===== src/rtl/if_fetch_stage_if.sv =====
// Instruction-memory bus between the fetch stage and instruction memory.
// master: the fetch stage (issues requests); slave: the memory (answers them).
// A beat transfers when IMemReq && IMemRdy in the same cycle.
interface if_fetch_stage_if;
    logic        IMemReq;
    logic [63:0] IMemAddr;
    logic        IMemRdy;
    logic [31:0] IMemData;

    modport master (
        output IMemReq,
        output IMemAddr,
        input  IMemRdy,
        input  IMemData
    );

    modport slave (
        input  IMemReq,
        input  IMemAddr,
        output IMemRdy,
        output IMemData
    );
endinterface


===== src/rtl/if_fetch_stage.sv =====
// Instruction fetch stage with IF/ID pipeline register and 1-entry skid buffer.
//
// - Issues one request at a time on the imem bus and holds address/request
//   stable while the memory is not ready.
// - A decode stall that coincides with a returning instruction parks it in
//   the skid buffer; no new request is issued until the skid drains.
// - A redirect (BranchTaken) flushes IF/ID and the skid. If a request is
//   outstanding and unanswered, the FSM moves to DROP, waits for that beat,
//   throws it away and resumes at the saved redirect address.
//
// Optional feature: define IF_FETCH_PERF_CNT_EN to add the FetchCount and
// FlushCount performance counter outputs.
module if_fetch_stage #(
    parameter logic [63:0] RESET_PC = 64'h0
) (
    input  logic                  CLK,
    input  logic                  Reset,
    input  logic                  BranchTaken,
    input  logic [63:0]           BranchTarget,
    input  logic                  Stall,
    if_fetch_stage_if.master      imem,
    output logic [63:0]           IF_ID_PC,
    output logic [31:0]           IF_ID_Instr,
    output logic                  IF_ID_Valid
`ifdef IF_FETCH_PERF_CNT_EN
    ,
    output logic [31:0]           FetchCount,
    output logic [31:0]           FlushCount
`endif
);

    typedef enum logic [1:0] {
        ST_IDLE  = 2'd0,
        ST_FETCH = 2'd1,
        ST_DROP  = 2'd2
    } state_t;

    // Fetch addresses are always word aligned; low bits are forced to zero.
    localparam logic [63:0] RESET_PC_ALIGNED = RESET_PC & ~64'h3;

    state_t      state_reg,      state_next;
    logic [63:0] req_addr_reg,   req_addr_next;
    logic [63:0] redir_pc_reg,   redir_pc_next;
    logic        skid_valid_reg, skid_valid_next;
    logic [63:0] skid_pc_reg,    skid_pc_next;
    logic [31:0] skid_instr_reg, skid_instr_next;
    logic [63:0] if_id_pc_reg,   if_id_pc_next;
    logic [31:0] if_id_instr_reg, if_id_instr_next;
    logic        if_id_valid_reg, if_id_valid_next;

    logic        mem_req;
    logic        transfer;
    logic        if_id_load;
    logic [63:0] target_aligned;

    assign target_aligned = BranchTarget & ~64'h3;

    // Request is a pure function of state so it cannot glitch within a cycle:
    // FETCH requests only while the skid is empty; DROP always waits on the
    // outstanding beat it must discard.
    assign mem_req  = (state_reg == ST_FETCH) ? !skid_valid_reg
                                              : (state_reg == ST_DROP);
    assign transfer = mem_req && imem.IMemRdy;

    assign imem.IMemReq  = mem_req;
    assign imem.IMemAddr = req_addr_reg;

    assign IF_ID_PC    = if_id_pc_reg;
    assign IF_ID_Instr = if_id_instr_reg;
    assign IF_ID_Valid = if_id_valid_reg;

    // Next-state and datapath decisions for the FSM, IF/ID and skid buffer.
    always_comb begin
        state_next       = state_reg;
        req_addr_next    = req_addr_reg;
        redir_pc_next    = redir_pc_reg;
        skid_valid_next  = skid_valid_reg;
        skid_pc_next     = skid_pc_reg;
        skid_instr_next  = skid_instr_reg;
        if_id_pc_next    = if_id_pc_reg;
        if_id_instr_next = if_id_instr_reg;
        if_id_valid_next = if_id_valid_reg;
        if_id_load       = 1'b0;

        case (state_reg)
            ST_IDLE: begin
                // One quiet cycle after reset before the first request.
                state_next = ST_FETCH;
                if (BranchTaken) begin
                    req_addr_next = target_aligned;
                end
            end

            ST_FETCH: begin
                if (BranchTaken) begin
                    if (transfer || !mem_req) begin
                        // Nothing left in flight: restart immediately.
                        req_addr_next = target_aligned;
                    end else begin
                        // Beat still owed by memory; keep the bus stable,
                        // remember where to go once it has been absorbed.
                        redir_pc_next = target_aligned;
                        state_next    = ST_DROP;
                    end
                end else if (skid_valid_reg) begin
                    if (!Stall) begin
                        if_id_pc_next    = skid_pc_reg;
                        if_id_instr_next = skid_instr_reg;
                        if_id_valid_next = 1'b1;
                        if_id_load       = 1'b1;
                        skid_valid_next  = 1'b0;
                    end
                end else if (transfer) begin
                    req_addr_next = req_addr_reg + 64'd4;
                    if (Stall) begin
                        skid_pc_next    = req_addr_reg;
                        skid_instr_next = imem.IMemData;
                        skid_valid_next = 1'b1;
                    end else begin
                        if_id_pc_next    = req_addr_reg;
                        if_id_instr_next = imem.IMemData;
                        if_id_valid_next = 1'b1;
                        if_id_load       = 1'b1;
                    end
                end else if (!Stall) begin
                    if_id_valid_next = 1'b0;
                end
            end

            ST_DROP: begin
                if (transfer) begin
                    // Discard the stale beat and resume at the latest target.
                    state_next    = ST_FETCH;
                    req_addr_next = BranchTaken ? target_aligned : redir_pc_reg;
                end else if (BranchTaken) begin
                    redir_pc_next = target_aligned;
                end
            end

            default: begin
                state_next = ST_IDLE;
            end
        endcase

        // A redirect kills everything younger than the branch, even when
        // decode is stalled.
        if (BranchTaken) begin
            if_id_valid_next = 1'b0;
            skid_valid_next  = 1'b0;
        end
    end

    // State register and datapath registers, synchronous reset.
    always_ff @(posedge CLK) begin
        if (Reset) begin
            state_reg       <= ST_IDLE;
            req_addr_reg    <= RESET_PC_ALIGNED;
            redir_pc_reg    <= 64'h0;
            skid_valid_reg  <= 1'b0;
            skid_pc_reg     <= 64'h0;
            skid_instr_reg  <= 32'h0;
            if_id_pc_reg    <= 64'h0;
            if_id_instr_reg <= 32'h0;
            if_id_valid_reg <= 1'b0;
        end else begin
            state_reg       <= state_next;
            req_addr_reg    <= req_addr_next;
            redir_pc_reg    <= redir_pc_next;
            skid_valid_reg  <= skid_valid_next;
            skid_pc_reg     <= skid_pc_next;
            skid_instr_reg  <= skid_instr_next;
            if_id_pc_reg    <= if_id_pc_next;
            if_id_instr_reg <= if_id_instr_next;
            if_id_valid_reg <= if_id_valid_next;
        end
    end

`ifdef IF_FETCH_PERF_CNT_EN
    logic [31:0] fetch_count_reg;
    logic [31:0] flush_count_reg;

    assign FetchCount = fetch_count_reg;
    assign FlushCount = flush_count_reg;

    // Free-running wrap-around counters of IF/ID loads and redirect cycles.
    always_ff @(posedge CLK) begin
        if (Reset) begin
            fetch_count_reg <= 32'h0;
            flush_count_reg <= 32'h0;
        end else begin
            if (if_id_load) begin
                fetch_count_reg <= fetch_count_reg + 32'd1;
            end
            if (BranchTaken) begin
                flush_count_reg <= flush_count_reg + 32'd1;
            end
        end
    end
`else
    // Load strobe only feeds the optional counters.
    logic unused_load;
    assign unused_load = if_id_load;
`endif

endmodule

===== src/flat_wrapper.sv =====
// flat-port wrapper written by rule: the top's interface ports become plain ports
module if_fetch_stage_flat 
#(
    parameter logic [63:0] RESET_PC = 64'h0
)
  (CLK, Reset, BranchTaken, BranchTarget, Stall, IF_ID_PC, IF_ID_Instr, IF_ID_Valid, imem_IMemReq, imem_IMemAddr, imem_IMemRdy, imem_IMemData);
  if_fetch_stage_if imem_i ();
  input  logic CLK;
  input  logic Reset;
  input  logic BranchTaken;
  input  logic [63:0] BranchTarget;
  input  logic Stall;
  output logic [63:0] IF_ID_PC;
  output logic [31:0] IF_ID_Instr;
  output logic IF_ID_Valid;
  output wire logic [$bits(imem_i.IMemReq)-1:0] imem_IMemReq;
  output wire logic [$bits(imem_i.IMemAddr)-1:0] imem_IMemAddr;
  input wire logic [$bits(imem_i.IMemRdy)-1:0] imem_IMemRdy;
  input wire logic [$bits(imem_i.IMemData)-1:0] imem_IMemData;
  assign imem_IMemReq = imem_i.IMemReq;
  assign imem_IMemAddr = imem_i.IMemAddr;
  assign imem_i.IMemRdy = imem_IMemRdy;
  assign imem_i.IMemData = imem_IMemData;
  if_fetch_stage #(.RESET_PC(RESET_PC)) u_core (.CLK(CLK), .Reset(Reset), .BranchTaken(BranchTaken), .BranchTarget(BranchTarget), .Stall(Stall), .imem(imem_i), .IF_ID_PC(IF_ID_PC), .IF_ID_Instr(IF_ID_Instr), .IF_ID_Valid(IF_ID_Valid));
endmodule

===== config.mk =====
export PLATFORM = sky130hd
export DESIGN_NAME = if_fetch_stage_flat
export DESIGN_NICKNAME = d
export VERILOG_FILES = /design/src/rtl/if_fetch_stage_if.sv /design/src/rtl/if_fetch_stage.sv /design/src/flat_wrapper.sv
export SDC_FILE = /design/constraint.sdc
export NUM_CORES = 1
export LEC_CHECK = 0
export CAP_MARGIN = 20
export CELL_PAD_IN_SITES_DETAIL_PLACEMENT = 1
export CELL_PAD_IN_SITES_GLOBAL_PLACEMENT = 1
export CORE_MARGIN = 4
export CORE_UTILIZATION = 25
export CTS_BUF_LIST = sky130_fd_sc_hd__clkbuf_16
export DETAILED_ROUTE_END_ITERATION = 10
export PLACE_DENSITY_LB_ADDON = 0.1
export SLEW_MARGIN = 20
export SYNTH_ARGS = -nofsm -noshare
export SYNTH_HDL_FRONTEND = slang
export SYNTH_SLANG_ARGS = --single-unit

===== constraint.sdc =====
create_clock -name CLK -period 2.4 [get_ports CLK]
set_input_delay 0.48 -clock CLK [delete_from_list [all_inputs] [get_ports CLK]]
set_output_delay 0.48 -clock CLK [all_outputs]
set_load 0.01 [all_outputs]

==> impl_metrics.json <==
{
  "hold_path_startpoint": "Reset",
  "clk_pin_slew_ns": 0.06,
  "synth_top_area_share_pct": 41.5,
  "cp_top_family": "simple AND/OR/NAND/NOR gates",
  "irDropWorstVdd_mv": 0.424,
  "rr_endpoint": "u_core.imem.IMemAddr[60]",
  "arrival_ns": 2.89,
  "finalNetCount": 2405,
  "track_usage_pct": 19.8,
  "stdcell_count": 3169,
  "die_w_um": 258,
  "area_growth_pct": 40.7,
  "power.share.sequential_pct": 37.6,
  "grt-ovfl-total": 0,
  "synth_area_leaders": "dfxtp_1 42%, nand2_1 9.3%, a21oi_1 6.4%, mux2i_1 6.4%, a211oi_1 4.8%",
  "routed_wl_um": 68600,
  "tightest_slew_ns": 0.892,
  "crit_chain": "nand4_1, or3_4, or4_4, buf_6, and2b_1, mux2i_2, o211ai_1",
  "slew-limit-headroom_pct": 40.6,
  "p_clk_share_pct": 37.3,
  "synth_fp_nets": 2079,
  "power.total_mw": 15.9,
  "grt_pass1_vias": 16400,
  "cts.path.max_buffers": 3,
  "postSynthCellCount": 1973,
  "status": "finished, violations left",
  "whs_endpoint": "u_core.IF_ID_Valid",
  "drt_iter0_drc": 960,
  "grt_pass1_wl_um": 103000,
  "slew_violations": 0,
  "vias_per_cell": 5.06,
  "cts_tree": "done",
  "holdCritPathClass": "in -> reg",
  "start_util_pct": 25.3,
  "crit_slowest_cell": "or4_4",
  "dieArea_um2": 66500,
  "die_h_um": 258,
  "ys_ff_latch": 324,
  "clk_latency_ns": 0.58,
  "rr_startpoint": "u_core.imem.IMemAddr[17]",
  "synth_area_per_cell_um2": 7.92,
  "finClkSkew_ns": 0.0172,
  "dpl.hpwl_um": 49400,
  "dp_cells": 3083,
  "hold_buffers": 0,
  "drive_above_1_share_pct": 14.4,
  "firstDrtPassIters": 5,
  "crit_path_start_kind": "flop",
  "p_leak_nw": 7.42,
  "rows": 91,
  "failed_checks": "setup timing",
  "via_count": 16000,
  "setup_ws_ns": -0.0501,
  "grt_start_max_net_pins": 167,
  "whs_path_depth": 3,
  "fin_hold_ws_ns": 0.291,
  "clock-root-buffer": "clkbuf_16",
  "maxCapViolations": 0,
  "synth-edff-count": 0,
  "wl_per_cell_um": 21.7,
  "max_freq_mhz": 408,
  "numPortBuffers": 260,
  "synthSimpleGateAreaFrac_pct": 20.6,
  "async_flop_share_pct": 0,
  "htreeDepth": 2,
  "yosys_warnings": 0,
  "drc": 0,
  "ys_top_cells_by_count": "386 x nand2_1, 324 x dfxtp_1, 200 x a21oi_1",
  "layout_min_cycle_time_ns": 2.45,
  "hold_viol": 0,
  "setup_viol_count_final": 2,
  "ys_seq_area_share_pct": 41.5,
  "synth_area_leader_cell": "dfxtp_1",
  "core_um2": 61800,
  "post-synth-top-count-cell": "nand2_1",
  "rsz0062_at_grt": "true",
  "critical_path_class": "reg -> reg",
  "combPwrFrac_pct": 25.2,
  "netSwitchingFraction_pct": 31.7,
  "power_density_nw_per_um2": 721,
  "synth_mux_area_share_pct": 7.71,
  "synth_compound_area_share_pct": 23.7,
  "p_switching_mw": 5.03,
  "timing.final.crit_share_pct": 102,
  "ioPinCount": 263,
  "synthXorXnorAreaFrac_pct": 1.18,
  "place.gp.congestion": 0.844,
  "synth-main-ff-cell": "dfxtp_1",
  "synth-adder-area-share_pct": 0.400,
  "fin_util_pct": 35.5,
  "reg2regPathDepth": 7,
  "cts_made_buffers": 41,
  "critPathMaxStageDelay_ns": 0.57,
  "end_kind": "flop",
  "crit_buf_inv": 1,
  "postRouteAntennaNets": 0,
  "path_max_fanout": 5,
  "antenna_found_initial": 1,
  "cts.sinks": 324,
  "cp_data_required_time_ns": 2.84,
  "reg2reg_slack_ns": -0.05,
  "ys_types": 69,
  "synth_top_family_by_area": "compound AO/OA/AOI/OAI gates",
  "internal_power_mw": 10.8,
  "netlist_area_um2": 15600
}
[how the worst max path moves through the flow]
stage / from / endpoint / cells past startpoint
after CTS: u_core.imem.IMemAddr[14] / u_core.imem.IMemAddr[60] / 8
after floorplan: u_core.imem.IMemAddr[3] / u_core.imem.IMemAddr[54] / 8
after detailed placement: imem_IMemRdy / u_core.imem.IMemAddr[44] / 9
after global routing: u_core.imem.IMemAddr[21] / u_core.imem.IMemAddr[43] / 9
final: u_core.imem.IMemAddr[17] / u_core.imem.IMemAddr[60] / 7
after global placement: imem_IMemRdy / u_core.imem.IMemAddr[44] / 9
[kinds of logic after synthesis]
family                     Yosys count
DFF                                324
muxes                              118
AOI/OAI and AO/OA                  570
buffers and inverters              197
xor gates and xnor gates            21
and+or+nand+nor                    738
adders and majority gates            5
[cell type report]
class	count	area, µm²
Fill cell	7223	39900
Multi-Input combinational cell	1453	8560
Sequential cell	324	6520
Timing Repair Buffer	465	4530
Clock buffer	42	1050
Tap cell	837	1050
Clock inverter	33	209
Inverter	14	52.6
Antenna cell	1	2.50
[power groups by stage]
| stage | sequential (mW) | clock, mW | combinational (mW) |
|---|---|---|---|
| 4_1_cts | 5.95 | 6.12 | 3.96 |
| 3_5_place_dp | 6.06 | 0 | 3.93 |
| 3_3_place_gp | 6.05 | 0 | 3.90 |
| 2_1_floorplan | 6.19 | 0 | 1.60 |
| 5_1_grt | 6.00 | 6.32 | 4.29 |
| 6_report | 5.96 | 5.91 | 3.99 |
[layer usage]
metal / vias up / part of all wire, % / global-route usage (%)
met5: - / 0 / 0
met4: 0 / 1.8 / 4.13
met3: 69 / 4.4 / 3.43
met2: 353 / 44 / 31.3
met1: 7884 / 50 / 28.4
li1: 7733 / - / -
[cells in the final DEF (no fill, tap or decap), drive strengths merged, types with 21 or more instances in the layout]
cell | synthesis | routed
o21ai | 102 | 102
nand2 | 386 | 386
clkdlybuf4s50 | 0 | 257
inv | 14 | 27
a221o | 24 | 24
nand4 | 27 | 27
nand3 | 35 | 35
a211oi | 100 | 100
clkbuf | 160 | 42
a22o | 44 | 44
a21oi | 200 | 200
and3 | 20 | 21
nor2 | 177 | 177
mux2i | 100 | 100
buf | 23 | 208
dfxtp | 324 | 324
[worst reg2reg max path, stage by stage, from the launching register on]
cell and delay [ns]:
dfxtp_2 0.33, nand4_1 0.18, or3_4 0.41, or4_4 0.57
buf_6 0.16, and2b_1 0.21, mux2i_2 0.31, o211ai_1 0.14
[stage by stage]
stage          instance area (µm²)  setup TNS (ns)  setup WS (ns)
3_3_place_gp                 20500          -11.38         -0.230
2_1_floorplan                15700        -0.00232       -0.00232
3_5_place_dp                 20500          -18.54         -0.282
6_report                     22000         -0.0780        -0.0501
4_1_cts                      21800        -0.00457       -0.00457
5_1_grt                      22000          -0.300        -0.0745
[what timing repair did]
item | in CTS | in global routing
gates resized for setup | 22 | 35
pin swaps | 6 | 8
gates cloned | 0 | 1
endpoints found under the setup margin | 200 | 102
buffers inserted | 5 | 5
(Power assumes the default switching activity.)
